**src/rtl/eth_mac_rx_parser.sv**
```systemverilog
// eth_mac_rx_parser: strips preamble, filters dst MAC, withholds FCS, streams payload with CRC/length status; MAC_RX_STATS_EN adds frame counters
module eth_mac_rx_parser #(
  parameter logic [47:0] LOCAL_MAC = 48'h00_0A_35_01_02_03,
  parameter int MIN_FRAME_LEN = 64,
  parameter int MAX_FRAME_LEN = 1518
) (
  input  logic        mac_rxc,
  input  logic        rst,
  input  logic        mac_rxv,
  input  logic [7:0]  mac_rxd,
  output logic        out_valid,
  output logic [7:0]  out_data,
  output logic        out_sop,
  output logic        out_eop,
  output logic        out_good,
  output logic [47:0] src_mac,
  output logic [15:0] eth_type
`ifdef MAC_RX_STATS_EN
  ,
  output logic [15:0] stat_good,
  output logic [15:0] stat_crc_err,
  output logic [15:0] stat_drop
`endif
);
  typedef enum logic [2:0] {IDLE, PREAMBLE, HEADER, PAYLOAD, DROP} state_t;
  state_t state;
  logic [3:0] hdr_cnt;
  logic [55:0] hdr;
  logic [4:0][7:0] dl;
  logic [2:0] fill;
  logic first;
  logic [31:0] crc, crc_next;
  logic [15:0] len, len_next;
  logic pend_v, pend_sop, pend_eop, pend_good;
  logic [7:0] pend_data;
  logic frame_ok, end_pay, emit_last, dst_bad, pre_bad;
  function automatic logic [31:0] crc_byte(input logic [31:0] c, input logic [7:0] d);
    logic [31:0] r;
    r = c;
    for (int i = 0; i < 8; i++) r = (r >> 1) ^ (32'hEDB88320 & {32{r[0] ^ d[i]}});
    return r;
  endfunction
  always_comb begin
    crc_next = crc_byte(crc, mac_rxd);
    len_next = (len == 16'hFFFF) ? len : len + 16'd1;
    frame_ok = (crc == 32'hDEBB20E3) && (len >= 16'(MIN_FRAME_LEN)) && (len <= 16'(MAX_FRAME_LEN));
    end_pay = (state == PAYLOAD) && !mac_rxv;
    emit_last = end_pay && (fill == 3'd5);
    dst_bad = (hdr_cnt == 4'd5) && ({hdr[39:0], mac_rxd} != LOCAL_MAC) && ({hdr[39:0], mac_rxd} != 48'hFFFF_FFFF_FFFF);
    pre_bad = (mac_rxd != 8'h55) && (mac_rxd != 8'hD5);
  end
  always_ff @(posedge mac_rxc) begin
    if (rst) begin
      state <= IDLE;
      hdr_cnt <= '0;
      hdr <= '0;
      dl <= '0;
      fill <= '0;
      first <= 1'b0;
      crc <= '1;
      len <= '0;
      {pend_v, pend_sop, pend_eop, pend_good, pend_data} <= '0;
      {out_valid, out_sop, out_eop, out_good, out_data} <= '0;
      src_mac <= '0;
      eth_type <= '0;
    end else begin
      {pend_v, pend_sop, pend_eop, pend_good} <= '0;
      out_valid <= pend_v;
      out_data <= pend_data;
      out_sop <= pend_sop;
      out_eop <= pend_eop;
      out_good <= pend_good;
      if (!mac_rxv) begin
        state <= IDLE;
        crc <= '1;
        len <= '0;
        fill <= '0;
        hdr_cnt <= '0;
        if (emit_last) begin
          pend_v <= 1'b1;
          pend_data <= dl[4];
          pend_sop <= first;
          pend_eop <= 1'b1;
          pend_good <= frame_ok;
        end
      end else begin
        case (state)
          IDLE, PREAMBLE: begin
            crc <= '1;
            len <= '0;
            hdr_cnt <= '0;
            state <= (mac_rxd == 8'h55) ? PREAMBLE : (mac_rxd == 8'hD5) ? HEADER : DROP;
          end
          HEADER: begin
            crc <= crc_next;
            len <= len_next;
            hdr <= {hdr[47:0], mac_rxd};
            hdr_cnt <= hdr_cnt + 4'd1;
            if (dst_bad) state <= DROP;
            if (hdr_cnt == 4'd13) begin
              src_mac <= hdr[55:8];
              eth_type <= {hdr[7:0], mac_rxd};
              state <= PAYLOAD;
              first <= 1'b1;
              fill <= '0;
            end
          end
          PAYLOAD: begin
            crc <= crc_next;
            len <= len_next;
            dl <= {dl[3:0], mac_rxd};
            if (fill == 3'd5) begin
              pend_v <= 1'b1;
              pend_data <= dl[4];
              pend_sop <= first;
              first <= 1'b0;
            end else fill <= fill + 3'd1;
          end
          default: ;
        endcase
      end
    end
  end
`ifdef MAC_RX_STATS_EN
  logic ev_good, ev_crc, ev_drop;
  always_comb begin
    ev_good = emit_last && frame_ok;
    ev_crc = emit_last && (crc != 32'hDEBB20E3);
    ev_drop = (mac_rxv && (state == IDLE || state == PREAMBLE) && pre_bad) ||
              (mac_rxv && state == HEADER && dst_bad) ||
              (!mac_rxv && state == HEADER) || (end_pay && fill != 3'd5);
  end
  always_ff @(posedge mac_rxc) begin
    if (rst) begin
      stat_good <= '0;
      stat_crc_err <= '0;
      stat_drop <= '0;
    end else begin
      stat_good <= stat_good + {15'd0, ev_good && stat_good != 16'hFFFF};
      stat_crc_err <= stat_crc_err + {15'd0, ev_crc && stat_crc_err != 16'hFFFF};
      stat_drop <= stat_drop + {15'd0, ev_drop && stat_drop != 16'hFFFF};
    end
  end
`else
  logic unused_pre_bad;
  assign unused_pre_bad = pre_bad;
`endif
endmodule

```
**config.mk**
```make
export PLATFORM = sky130hd
export DESIGN_NAME = eth_mac_rx_parser
export DESIGN_NICKNAME = d
export VERILOG_FILES = /design/src/rtl/eth_mac_rx_parser.sv
export SDC_FILE = /design/constraint.sdc
export NUM_CORES = 1
export LEC_CHECK = 0
export ABC_AREA = 1
export CAP_MARGIN = 20
export CORE_ASPECT_RATIO = 0.75
export CORE_UTILIZATION = 61
export DETAILED_ROUTE_END_ITERATION = 7
export GPL_TIMING_DRIVEN = 0
export PLACE_DENSITY = 0.9
export SLEW_MARGIN = 20
export SYNTH_ARGS = -nofsm -noshare
export SYNTH_HDL_FRONTEND = slang
export SYNTH_SLANG_ARGS = --single-unit
```
**constraint.sdc**
```tcl
create_clock -name mac_rxc -period 5.2 [get_ports mac_rxc]
set_input_delay 1.04 -clock mac_rxc [delete_from_list [all_inputs] [get_ports mac_rxc]]
set_output_delay 1.04 -clock mac_rxc [all_outputs]
set_load 0.05 [all_outputs]
```
==> reports/qor.csv, run 1 <==
stage,metric,value,unit
worst_setup_path,"Data arrival, critical path",3310,ps
cts,post-cts hold buffer count,0,
sta,Setup TNS,0,ps
pwr,switching power,0.922,mW
worst_setup_path,crit-path most repeated cell,nand2_1,
route,initial drt markers,1263,
finish,final net count,1574,
worst_setup_path,slowest CP cell,clkdlybuf4s50_1,
logic_synthesis,Syn Nets,1470,
pwr,Reg power frac,0.476,
worst_setup_path,"slowest stage delay, CP",720,ps
worst_setup_path,"Max FO, Critical Path",10,
sta,setup repair after global routing missed its margin,false,
outcome,status,completed,
sta,worst slew pin tran,648,ps
pwr,peak supply drop,0.231,mV
pwr,Design Power,3.94,mW
sta,Tmin final,2920,ps
worst_setup_path,RR Startpoint,state[1]$_SDFFE_PP0P_,
pwr,Pleak,4.88,nW
grt,GR Overflow Total,0,
sta,# setup viols final,0,
grt,vias in the first global route,9473,
pwr,Power Internal,3.02,mW
placed_design,HPWL Detailed,20800,um
logic_synthesis,synth unique cells,34,
worst_setup_path,kind of critical path,input port to flip-flop,
cts,CTS Buf Count,24,
finish,post-layout util,0.752,
sta,"Slew Viols, Final",0,
grt,largest net degree at the start of global routing,15,
worst_setup_path,Critical Path Start Type,input port,
finish,design area,12300,um2
logic_synthesis,Ys Warns,0,
cts,clock-pin slew on the worst setup and hold paths,60,ps
worst_setup_path,critical path launch point,mac_rxd[0],
cts,CTS tree,built,
hold_path,HP Start,pend_eop$_SDFF_PP0_,
worst_setup_path,endpoint class of the critical path,flip-flop,
finish,share of post-route cells with drive strength above 1,0.0552,
route,DR vias/cell,5.85,
route,antenna-violating nets left,0,
sta,f_max,0.342,GHz
sta,crit share post-route,0.562,
logic_synthesis,"FF+latch count, synth",243,
sta,slew margin rel.,0.568,
pwr,Comb pwr share,0.061,
pwr,Sw Share,0.234,
cts,post_cts resized,0,
route,First-pass DRT Iterations,8,
hold_path,Min-Delay Path Class,flip-flop to flip-flop,
cts,clk sinks,243,
route,Total Wirelength,30400,um
worst_setup_path,Critical Path RT,5580,ps
floorplanning,FP Rows,40,
flow_run,max_cap viols,0,
pwr,Clk pwr share,0.462,
route,WL per Instance,17.0,um
sta,final hold violation count,0,
placed_design,GP Congestion,0.986,
pwr,PD cells,320,nW/um2
cts,Max Root-Sink Buffers,3,
worst_setup_path,"Cell Chain, Critical Path","clkdlybuf4s50_1, inv_1, nand2_1, nand2_1, buf_2, xnor2_1, o21ai_0, o21ai_0, nand2_1",
floorplanning,chip width,153,um
finish,P&R area growth vs syn,18.1,%
floorplanning,# IOs,87,
logic_synthesis,Post-synth top flop,dfxtp_1,
floorplanning,Die ar.,17600,um2
finish,fill count,1188,
grt,global-route wire length before repair,48100,um
placed_design,Port Buf Inserts,78,
logic_synthesis,Post-synth EDFFs,0,
cts,root buffer cell,clkbuf_16,
cts,number of setup buffers added after CTS,0,
logic_synthesis,post-synthesis sequential area ratio,0.467,
cts,H-tree depth,1,
sta,Setup Skew,12.3,ps
logic_synthesis,synthesized area per cell,7.18,um2
placed_design,Placed Cells,1741,
worst_setup_path,R2R Setup Slk,3040,ps
route,via count,10500,
grt,Total GRT Usage,0.342,
placed_design,Area after DPL,11500,um2
cts,worst skew pair latency,520,ps
grt,initial antenna violation count,0,
floorplanning,DIE HEIGHT,115,um
floorplanning,core area,16400,um2
logic_synthesis,Mapped Area,10400,um2
floorplanning,initial core utilization,0.637,
logic_synthesis,Synth Instances,1453,
finish,Post-Layout Cell Count,1787,
logic_synthesis,Synth async-reset ratio,0,
route,DRC Markers,0,
[critical path, delay by kind of cell]
| family | cells | cell delay [ps] |
|---|---|---|
| AO/OA/AOI/OAI | 2 | 550 |
| buffers and inverters | 3 | 1100 |
| XOR/XNOR | 1 | 300 |
| AND/OR/NAND/NOR | 3 | 300 |
[cell usage in the layout, fill, tap and decap left out, drive strengths merged, types with 8 or more instances in the layout]
master / Yosys / routed
nand4: 8 / 8
inv: 128 / 129
o21ai: 92 / 92
nand3: 92 / 92
nor4: 11 / 11
clkbuf: 48 / 85
nand2: 371 / 371
o211ai: 12 / 12
a21oi: 158 / 158
xnor2: 10 / 10
buf: 35 / 35
xor2: 26 / 26
nor3: 12 / 12
dfxtp: 243 / 243
nor2: 155 / 155
o22ai: 9 / 9
a211oi: 24 / 24
clkdlybuf4s50: 0 / 78
[final timing paths]
check | to | cells past startpoint
setup reg to reg | src_mac[31]$_SDFFE_PP0P_ | 9
setup / recovery | crc[12]$_SDFFE_PP1P_ | 9
hold reg to reg | out_eop$_SDFF_PP0_ | 2
hold / removal | out_eop$_SDFF_PP0_ | 2
[stage by stage]
step | hold slack, ps | setup WS, ps
after floorplan | 388 | 2810
after global placement | 393 | 1910
after detailed placement | 397 | 1910
after CTS | 405 | 2360
after global routing | 422 | 2160
final | 403 | 2280
[Yosys cell counts, types with 6 or more instances]
library cell,count,share of area
clkbuf_1,48,0.017
dfxtp_1,243,0.47
inv_2,6,0.0022
o21ai_0,92,0.044
a21oi_1,158,0.076
buf_2,26,0.012
nand4_1,8,0.0048
o22ai_1,9,0.0054
nand3_1,91,0.044
nor2_1,150,0.054
nor3_1,10,0.0048
nand2_1,370,0.13
nor4_1,11,0.0066
xor2_1,26,0.022
o211ai_1,12,0.0086
inv_1,122,0.044
buf_1,6,0.0022
xnor2_1,10,0.0084
a211oi_1,24,0.017
ha_1,6,0.0072
[state kept, by name (all words and copies together) (netlist names)]
name and count:
fill 3, out_good 1, len 16, pend_eop 1
pend_good 1, eth_type 16, out_eop 1, state 3
hdr 56, hdr_cnt 4, out_valid 1, first 1
pend_data 8, src_mac 48, out_data 8, dl 40
pend_sop 1, out_sop 1, crc 32, pend_v 1
[per-layer routing]
metal	wire length [um]	track usage	up-vias
li1	-	-	4919
met5	0	0	-
met3	3970	0.0814	80
met4	765	0.112	0
met1	12800	0.484	4812
met2	12800	0.514	641
[area by class of cell]
cell class	count	area [um2]	share of cell area
repair buffers	78	781	0.0634
clock inverters	7	93.8	0.00762
multi-input cells	999	4730	0.384
diodes	2	5.00	0.000407
inverters	128	480	0.0390
clock buffers	37	741	0.0602
flip-flops and latches	243	4860	0.395
plain buffers	83	355	0.0289
well taps	210	263	0.0213
[logic make-up after synthesis]
logic type                 Yosys count  synth area share
AOI/OAI and AO/OA                  298             0.154
xor gates and xnor gates            36            0.0302
adders and majority gates            6           0.00720
buffers and inverters              211            0.0802
DFF                                243             0.467
and+or+nand+nor                    659             0.262
[power by group through the flow]
stage                     Clock, mW  Combinational [mW]  Sequential (mW)
after floorplan                   0               0.170             1.91
after global routing           1.90               0.262             1.87
after CTS                      1.81               0.232             1.87
after detailed placement          0               0.228             1.92
after global placement            0               0.223             1.92
final                          1.82               0.242             1.87
No activity file was read; power rests on OpenSTA's default activity.
==> run 2: changes to the inputs <==
--- a/config.mk
+++ b/config.mk
@@ -8,10 +8,10 @@
 export ABC_AREA = 1
 export CAP_MARGIN = 20
 export CORE_ASPECT_RATIO = 0.75
-export CORE_UTILIZATION = 61
+export CORE_UTILIZATION = 58
 export DETAILED_ROUTE_END_ITERATION = 7
 export GPL_TIMING_DRIVEN = 0
-export PLACE_DENSITY = 0.9
+export PLACE_DENSITY = 0.87
 export SLEW_MARGIN = 20
 export SYNTH_ARGS = -nofsm -noshare
 export SYNTH_HDL_FRONTEND = slang
==> constraint.sdc (replaced) <==
create_clock -name mac_rxc -period 2.9 [get_ports mac_rxc]
set_input_delay 0.58 -clock mac_rxc [delete_from_list [all_inputs] [get_ports mac_rxc]]
set_output_delay 0.58 -clock mac_rxc [all_outputs]
set_load 0.05 [all_outputs]
==> reports/qor.csv, run 2 (same netlist as run 1, synthesis figures left out) <==
stage,metric,value,unit,change
pwr,Design Power,7.06,mW,+79%
cts,clock-pin slew on the worst setup and hold paths,60,ps,about the same
floorplanning,# IOs,87,,unchanged
grt,global-route wire length before repair,47900,um,-0.54%
sta,f_max,0.410,GHz,
floorplanning,chip width,157,um,+2.5%
worst_setup_path,Critical Path Start Type,input port,,
worst_setup_path,"Max FO, Critical Path",8,,-2
pwr,peak supply drop,0.344,mV,+49%
finish,largest registers,"hdr (56), src_mac (48), dl (40)",,
cts,post_cts resized,0,,unchanged
cts,CTS tree,built,,
floorplanning,FP Rows,42,,+5.0%
sta,slew margin rel.,0.481,,-0.0870
finish,design area,12300,um2,+0.32%
worst_setup_path,slowest CP cell,clkdlybuf4s50_1,,
sta,Setup TNS,0,ps,unchanged
placed_design,Area after DPL,11500,um2,+0.35%
finish,share of post-route cells with drive strength above 1,0.0565,,+0.00127
grt,vias in the first global route,9380,,-0.98%
grt,Total GRT Usage,0.325,,-0.0168
sta,Setup Skew,13.0,ps,+0.699 ps
route,DRC Markers,0,,unchanged
cts,worst skew pair latency,520,ps,about the same
worst_setup_path,endpoint class of the critical path,flip-flop,,
route,DR vias/cell,5.65,,-3.4%
worst_setup_path,cell family with most CP delay,simple AND/OR/NAND/NOR gates,,
finish,most frequent cells in the layout,"nand2_1, dfxtp_1, a21oi_1",,
sta,# setup viols final,0,,unchanged
worst_setup_path,Critical Path RT,3300,ps,-2280 ps
outcome,status,completed,,
sta,final hold violation count,0,,unchanged
finish,Biggest register,hdr,,
placed_design,GP Congestion,0.958,,-2.8%
sta,setup repair after global routing missed its margin,false,,
route,First-pass DRT Iterations,8,,unchanged
hold_path,Min-Delay Path Class,flip-flop to flip-flop,,
cts,number of setup buffers added after CTS,0,,unchanged
worst_setup_path,crit-path most repeated cell,nand2_1,,
cts,CTS Buf Count,24,,unchanged
worst_setup_path,"Cell Chain, Critical Path","clkdlybuf4s50_1, inv_1, nand2_1, nand2_1, nand3_1, nand2_1, nand2_1, nand2_1, inv_1, nor2_1, nand2_1, nand3_1, nand2_1",,
finish,max FFs per register,56,,unchanged
grt,largest net degree at the start of global routing,16,,+1
sta,worst slew pin tran,778,ps,+131 ps
placed_design,HPWL Detailed,20800,um,-0.46%
route,Total Wirelength,29600,um,-2.7%
cts,Max Root-Sink Buffers,3,,unchanged
grt,GR Overflow Total,0,,unchanged
floorplanning,initial core utilization,0.592,,-0.0448
sta,"Slew Viols, Final",0,,unchanged
floorplanning,DIE HEIGHT,118,um,+2.5%
cts,root buffer cell,clkbuf_16,,
worst_setup_path,"Data arrival, critical path",2840,ps,-470 ps
finish,final net count,1574,,unchanged
finish,"commonest non-fill, non-tap cell in the layout",nand2_1,,
floorplanning,Die ar.,18500,um2,+5.1%
route,WL per Instance,16.2,um,-4.4%
finish,fill count,1400,,+18%
pwr,Pleak,4.89,nW,+0.17%
grt,initial antenna violation count,0,,unchanged
route,via count,10300,,-1.6%
flow_run,max_cap viols,0,,unchanged
cts,post-cts hold buffer count,0,,unchanged
pwr,PD cells,572,nW/um2,+79%
cts,H-tree depth,1,,unchanged
worst_setup_path,kind of critical path,input port to flip-flop,,
placed_design,Port Buf Inserts,78,,unchanged
route,antenna-violating nets left,0,,unchanged
cts,clk sinks,243,,unchanged
sta,crit share post-route,0.841,,
sta,Tmin final,2440,ps,
worst_setup_path,Worst Path Buf+Inv,3,,unchanged
worst_setup_path,"slowest stage delay, CP",620,ps,-100 ps
floorplanning,core area,17600,um2,+7.6%
route,initial drt markers,1229,,-2.7%
finish,P&R area growth vs syn,18.4,%,
==> run 2: changes by cell type in the layout (fill, tap and decap cells not counted), sizes merged <==
cell	delta
clkbuf	-6
clkinv	+6
bufinv	+1
clkinvlp	-1
diode	+1
==> run 2: layer usage <==
layer  part of all wire  global-route usage  wire length, um  vias up
li1                   -                   -                -     4920
met1               0.44               0.477            13100     4782
met2               0.43               0.475            12600      509
met3               0.11              0.0707             3110       77
met4              0.025              0.0931              752        0
met5                  0                   0                0        -
==> run 2: final cells by class <==
class,instances,area (um2),area share
Tap cell,242,303,0.0245
Inverter,128,480,0.0389
Clock inverter,13,153,0.0124
Clock buffer,31,678,0.0549
Buffer,83,355,0.0288
Antenna cell,3,7.51,0.000608
Timing Repair Buffer,78,781,0.0632
Multi-Input combinational cell,999,4730,0.383
Sequential cell,243,4860,0.394
==> run 2: worst paths after layout <==
check / from / end / slack, ps / cells after the start
worst min-delay path: pend_eop$_SDFF_PP0_ / out_eop$_SDFF_PP0_ / 410 / 2
worst max register to register: crc[1]$_SDFFE_PP1P_ / crc[26]$_SDFFE_PP1P_ / 590 / 12
worst min register to register: pend_eop$_SDFF_PP0_ / out_eop$_SDFF_PP0_ / 410 / 2
worst max-delay path: mac_rxd[0] / crc[26]$_SDFFE_PP1P_ / 460 / 13
==> run 2: worst min-delay path: stages, from the launching register on <==
cell,delay [ps]
dfxtp_1,300
inv_1,40
nor2_1,30
==> run 2: per-stage QoR <==
step	util	setup WS [ps]	hold WS, ps	cells
floorplan	-	972	388	1453
global placement	0.654	29.7	391	1773
detailed placement	0.654	-15.2	398	1773
CTS	0.701	519	398	1817
global route	0.701	301	419	1817
finish	0.701	462	407	1820
==> run 2: where the power goes <==
group | total, mW | switching [mW] | internal [mW]
sequential | 3.36 | 0.0124 | 3.35
combinational | 0.431 | 0.312 | 0.119
clock | 3.27 | 1.34 | 1.93
total | 7.06 | 1.66 | 5.40
==> run 3: changes to the inputs <==
==> constraint.sdc (replaced) <==
create_clock -name mac_rxc -period 2.55 [get_ports mac_rxc]
set_input_delay 0.51 -clock mac_rxc [delete_from_list [all_inputs] [get_ports mac_rxc]]
set_output_delay 0.51 -clock mac_rxc [all_outputs]
set_load 0.05 [all_outputs]
==> results of run 3 <==
The final DEF is identical to that of run 2. Status: completed.
Among the figures that moved: setup slack after placement -15.2 ps -> -295 ps; setup slack after layout 462 ps -> 182 ps; hold slack 407 ps -> 349 ps; register-to-register setup slack 590 ps -> 240 ps; end point of the worst hold path out_eop$_SDFF_PP0_ -> pend_eop$_SDFF_PP0_; total power 7.06 mW -> 8.03 mW; worst IR drop on VDD 0.344 mV -> 0.391 mV
